--- src/rtl/upscale_pkg.sv ---
// Shared constants and state encoding for the 30x40 -> 240x320 binary frame upscaler.
package upscale_pkg;

  localparam int IN_W      = 40;
  localparam int IN_H      = 30;
  localparam int SHIFT     = 3;
  localparam int OUT_W     = IN_W << SHIFT;
  localparam int OUT_H     = IN_H << SHIFT;
  localparam int ROW_IDX_W = 8;
  localparam int WR_CNT_W  = $clog2(IN_H);

  typedef enum logic [0:0] {
    COLLECT = 1'b0,
    EMIT    = 1'b1
  } state_t;

endpackage

--- src/rtl/frame_upscaler_row_replicator.sv ---
// Nearest-neighbour horizontal expansion: each source pixel becomes 2**SHIFT adjacent output pixels.
module row_replicator #(
  parameter int SRC_W = 40,
  parameter int SHIFT = 3
) (
  input  logic [SRC_W-1:0]            src_row,
  output logic [(SRC_W<<SHIFT)-1:0]   wide_row
);

  for (genvar b = 0; b < (SRC_W << SHIFT); b++) begin : g_rep
    assign wide_row[b] = src_row[b >> SHIFT];
  end

endmodule

--- src/rtl/frame_upscaler.sv ---
// Stores a 30x40 binary frame, then streams it back as 240 rows of 320 pixels with valid/ready flow control.
module frame_upscaler
  import upscale_pkg::*;
(
  input  logic                 clk_in,
  input  logic                 reset_in,
  input  logic                 row_valid_in,
  input  logic [IN_W-1:0]      row_in,
  output logic                 in_ready_out,
  output logic                 row_valid_out,
  input  logic                 row_ready_in,
  output logic [OUT_W-1:0]     row_out,
  output logic [ROW_IDX_W-1:0] row_index_out,
  output logic                 frame_done_out
);

  // Handshake: an output row transfers on a rising edge where row_valid_out and
  // row_ready_in are both high; while valid is high and ready low, row_out and
  // row_index_out hold. Input rows transfer whenever row_valid_in and in_ready_out are high.

  logic [IN_W-1:0]            mem [IN_H];
  state_t                     state;
  logic [WR_CNT_W-1:0]        wr_cnt;
  logic [ROW_IDX_W-1:0]       rd_cnt;
  logic [ROW_IDX_W-SHIFT-1:0] rd_addr;
  logic [OUT_W-1:0]           expanded;
  logic                       wr_en;
  logic                       wr_last;
  logic                       out_fire;
  logic                       last_fire;
  logic                       load;

  assign in_ready_out = (state == COLLECT);
  assign wr_en        = in_ready_out && row_valid_in;
  assign wr_last      = wr_en && (wr_cnt == WR_CNT_W'(IN_H - 1));
  assign out_fire     = row_valid_out && row_ready_in;
  assign last_fire    = out_fire && (row_index_out == ROW_IDX_W'(OUT_H - 1));
  assign load         = (state == EMIT) && (!row_valid_out || row_ready_in) &&
                        (rd_cnt < ROW_IDX_W'(OUT_H)) && !last_fire;

  // Every 2**SHIFT output rows reuse one stored input row.
  assign rd_addr = rd_cnt[ROW_IDX_W-1:SHIFT];

  row_replicator #(
    .SRC_W (IN_W),
    .SHIFT (SHIFT)
  ) u_row_replicator (
    .src_row  (mem[rd_addr]),
    .wide_row (expanded)
  );

  always_ff @(posedge clk_in) begin
    if (wr_en) begin
      mem[wr_cnt] <= row_in;
    end
  end

  always_ff @(posedge clk_in) begin
    if (reset_in) begin
      state          <= COLLECT;
      wr_cnt         <= '0;
      rd_cnt         <= '0;
      row_valid_out  <= 1'b0;
      row_out        <= '0;
      row_index_out  <= '0;
      frame_done_out <= 1'b0;
    end else begin
      frame_done_out <= 1'b0;
      case (state)
        COLLECT: begin
          if (wr_en) begin
            if (wr_last) begin
              wr_cnt <= '0;
              rd_cnt <= '0;
              state  <= EMIT;
            end else begin
              wr_cnt <= wr_cnt + WR_CNT_W'(1);
            end
          end
        end
        EMIT: begin
          if (last_fire) begin
            row_valid_out  <= 1'b0;
            frame_done_out <= 1'b1;
            wr_cnt         <= '0;
            rd_cnt         <= '0;
            state          <= COLLECT;
          end else if (load) begin
            row_out       <= expanded;
            row_index_out <= rd_cnt;
            row_valid_out <= 1'b1;
            rd_cnt        <= rd_cnt + ROW_IDX_W'(1);
          end else if (out_fire) begin
            row_valid_out <= 1'b0;
          end
        end
        default: state <= COLLECT;
      endcase
    end
  end

endmodule
--- config.mk ---
export PLATFORM = sky130hd
export DESIGN_NAME = frame_upscaler
export DESIGN_NICKNAME = d
export VERILOG_FILES = /design/src/rtl/upscale_pkg.sv /design/src/rtl/frame_upscaler_row_replicator.sv /design/src/rtl/frame_upscaler.sv
export SDC_FILE = /design/constraint.sdc
export NUM_CORES = 1
export LEC_CHECK = 0
export BUFFER_PORTS_ARGS = -buffer_cell sky130_fd_sc_hd__buf_4
export CORE_MARGIN = 5
export CORE_UTILIZATION = 34
export CTS_CLUSTER_SIZE = 25
export DETAILED_ROUTE_END_ITERATION = 10
export SLEW_MARGIN = 20
export SYNTH_ARGS = -nofsm -noshare
export SYNTH_HDL_FRONTEND = slang
export SYNTH_SLANG_ARGS = --single-unit
--- constraint.sdc ---
create_clock -name clk_in -period 8.55 [get_ports clk_in]
set_input_delay 0 -clock clk_in [delete_from_list [all_inputs] [get_ports clk_in]]
set_output_delay 0 -clock clk_in [all_outputs]
set_load 0.01 [all_outputs]
==> flow_metrics.py <==
metrics = {
    "yosys": {
        "synth_most_common_cell": "edfxtp_1",
        "syn_area_sq_mm": 0.0507,
        "netlist_top_cells_area": "edfxtp_1, mux4_2, buf_4",
        "yosysTopAreaCell": "edfxtp_1",
        "synth_top_cell_area_share_pct": 71.1,
        "synth-main-ff-cell": "edfxtp_1",
        "syn_inst": 2513,
        "ys_seq_elements": 1269,
        "synth_edf_count": 1200,
        "post_synth_num_cell_types": 51,
        "seq_area_frac_synth_pct": 73.8,
        "yosys-top-cells-count": "edfxtp_1, buf_4, mux4_2",
        "yosysWarnings": 0,
        "syn_area_per_cell_sq_um": 20.2,
        "synth_nets": 2562,
        "async_flop_share_pct": 0,
    },
    "cells_and_area": {
        "stdcell_count": 4722,
        "drive_above_1_share_pct": 36.2,
        "fillers": 13100,
        "fin_nets": 2736,
        "area_delta_synth_final_pct": 14.0,
    },
    "worst_setup_path": {
        "crit_top_cell": "nor3_1",
        "crit_family": "buffers and inverters",
        "critPathKind": "flip-flop to flip-flop",
        "worstReg2RegEnd": "row_out[63]",
        "worst-path-max-fanout": 52,
        "path_buf_inv": 2,
        "crit_path_cell_trace": "buf_4 -> or2_2 -> buf_4 -> o22ai_1 -> nor3_1 -> nor3_1 -> nor3_1",
        "r2r_cells": 7,
        "end_kind": "flip-flop",
        "ff2ff_setup_slack_ps": 4840,
        "worstPathArrival_ps": 4340,
        "worstPathRequired_ps": 9180,
        "crit_slowest_cell": "dfxtp_4",
        "critPathLaunchType": "flip-flop",
        "cpPeakStageDelay_ps": 930,
    },
    "placed_design": {
        "place_congestion": 0.719,
        "port_buffers": 374,
        "dpl.hpwl_mm": 64.3,
        "dp_cells": 4454,
    },
    "cts": {
        "holdBufCountCts": 43,
        "clk_latency_ps": 710,
        "numCtsBuffers": 118,
        "cts_max_level": 3,
        "clock_path_buffers": 3,
        "post_cts_buffers": 0,
        "cts-root-buf": "clkbuf_16",
        "clock-sinks": 1269,
        "clk_pin_slew_ps": 70,
        "cts_resized": 0,
        "cts_tree": "built",
    },
    "global_routing": {
        "first_global_vias": 24800,
        "antenna_found_initial": 10,
        "busiest_layer": "met2",
        "grt_pass1_wl_mm": 180,
        "groute.usage.overall_pct": 15.5,
        "grt_max_degree": 132,
        "grt-ovfl-total": 0,
        "gr-usage-met2_pct": 25.6,
        "grt_use_met1_pct": 22.0,
        "met3_usage_pct": 2.31,
    },
    "worst_hold_path": {
        "worstHoldEndpoint": "row_valid_out",
        "holdCritPathClass": "primary input to flip-flop",
        "hp-start": "row_ready_in",
        "hold_depth": 5,
    },
    "sta": {
        "slew_violations": 0,
        "final_hold_viol_count": 0,
        "relSlewSlack_pct": 25.3,
        "tns_ps": 0,
        "finalCriticalPeriod_ps": 3710,
        "rsz0062_at_grt": "false",
        "tightestPinTransition_ps": 1120,
        "skew_ps": 27.0,
        "fmax_mhz": 269,
        "finalSetupViolCount": 0,
        "min_period_over_period_pct": 43.4,
    },
    "route": {
        "vias": 24700,
        "dr.pass1.iters": 7,
        "ant_nets": 0,
        "drc": 0,
        "drt-initial-drc-count": 2520,
        "viasPerCell": 5.22,
        "wl_per_cell_um": 26.5,
        "wl_mm": 125,
    },
    "floorplanning": {
        "rows": 141,
        "initial_core_util_pct": 34.3,
        "die-area_sq_mm": 0.157,
        "die_h_um": 396,
        "dieWidth_um": 396,
        "core_area_sq_mm": 0.148,
        "pin_count": 375,
    },
    "flow_run": {
        "drv_cap": 0,
    },
    "power": {
        "power.density_mw_per_mm2": 214,
        "p_leak_uw": 0.0182,
        "peakVddDrop_v": 0.000150,
    },
    "outcome": {
        "status": "finished clean",
    },
}
==> worst min-delay path, stage by stage <==
cell	delay, ps
dlygate4sd3_1	550
buf_4	150
nand2_1	60
a21oi_1	60
nor2_1	90
==> layout by cell type (no fill, tap or decap), types with 4 or more instances in the layout <==
cell              n
nor3_1           93
nand3b_1          4
o221ai_1         40
o22ai_1          72
clkbuf_16       121
nand3_1           4
nand2_1          28
edfxtp_1       1200
mux4_2          257
buf_4           420
or2_2             4
nor2_1           81
dfxtp_1          64
clkbuf_1         30
nor2_4           30
nand2b_1          4
ha_1              5
a21oi_1          20
dlygate4sd3_1    43
a2111oi_2        16
clkinv_2         29
nand4_1           4
o21ai_0           7
clkbuf_8          6
mux4_1           23
clkinv_1         15
bufinv_16        14
mux2_2           88
o22a_1           16
==> through the flow <==
step	setup WS [ps]	hold WS (ps)	power [uW]	cell area (sq um)	util, %
final	4840	221	12400	57800	39.0
after global routing	4630	226	12700	57800	39.0
after CTS	4810	157	12500	57800	39.0
after detailed placement	4830	379	7180	53400	36.1
after global placement	4990	343	7170	53400	36.1
after floorplan	5330	98.9	7040	50700	-
==> worst max path at each step <==
stage | to | depth (start not counted) | slack [ps] | start
finish | row_out[63] | 7 | 4840 | flip-flop
global route | row_out[23] | 7 | 4630 | flip-flop
CTS | row_out[63] | 7 | 4810 | flip-flop
detailed placement | row_out[95] | 7 | 4830 | flip-flop
global placement | row_out[23] | 7 | 4990 | flip-flop
floorplan | mem[4][0] | 3 | 5330 | wr_cnt[2]
==> per-layer routing <==
metal	wire, um	share of wire (%)
met1	54200	43
met2	60500	48
met3	8640	6.9
met4	1880	1.5
met5	82	0.065
==> cell families (layout without fill, tap and decap cells) <==
group                      Yosys count  in the layout  share of synthesized area, %
AOI/OAI and AO/OA                  180            180                          2.74
buffers and inverters              416            692                          6.26
xor gates and xnor gates             4              4                        0.0691
other                                0              3                             0
adders and majority gates            5              5                         0.123
DFF                               1269           1269                          73.8
and+or+nand+nor                    271            271                          2.46
muxes                              368            368                          14.6
==> layout make-up <==
cell class                      count  area, sq um  share of cell area (%)
Clock buffer                      157         3220                    5.58
Tap cell                         1930         2410                    4.18
Sequential cell                  1269        37400                    64.8
Clock inverter                     65          694                    1.20
Antenna cell                        3         7.51                  0.0130
Timing Repair Buffer              466         3640                    6.30
Multi-Input combinational cell    828        10400                    17.9
Inverter                            4         15.0                  0.0260
==> flip-flops by register name, indices dropped and copies added (netlist names), named ones only <==
| signal | count |
|---|---|
| row_valid_out | 1 |
| row_out | 40 |
| mem | 1200 |
| rd_cnt | 8 |
| frame_done_out | 1 |
| state | 1 |
| wr_cnt | 5 |
| row_index_out | 8 |
==> power by group <==
part | internal (uW) | switching, uW | total (uW)
sequential | 6830 | 8.21 | 6840
clock | 3060 | 2240 | 5300
combinational | 66.4 | 159 | 226
No activity file was read; power rests on OpenSTA's default activity.
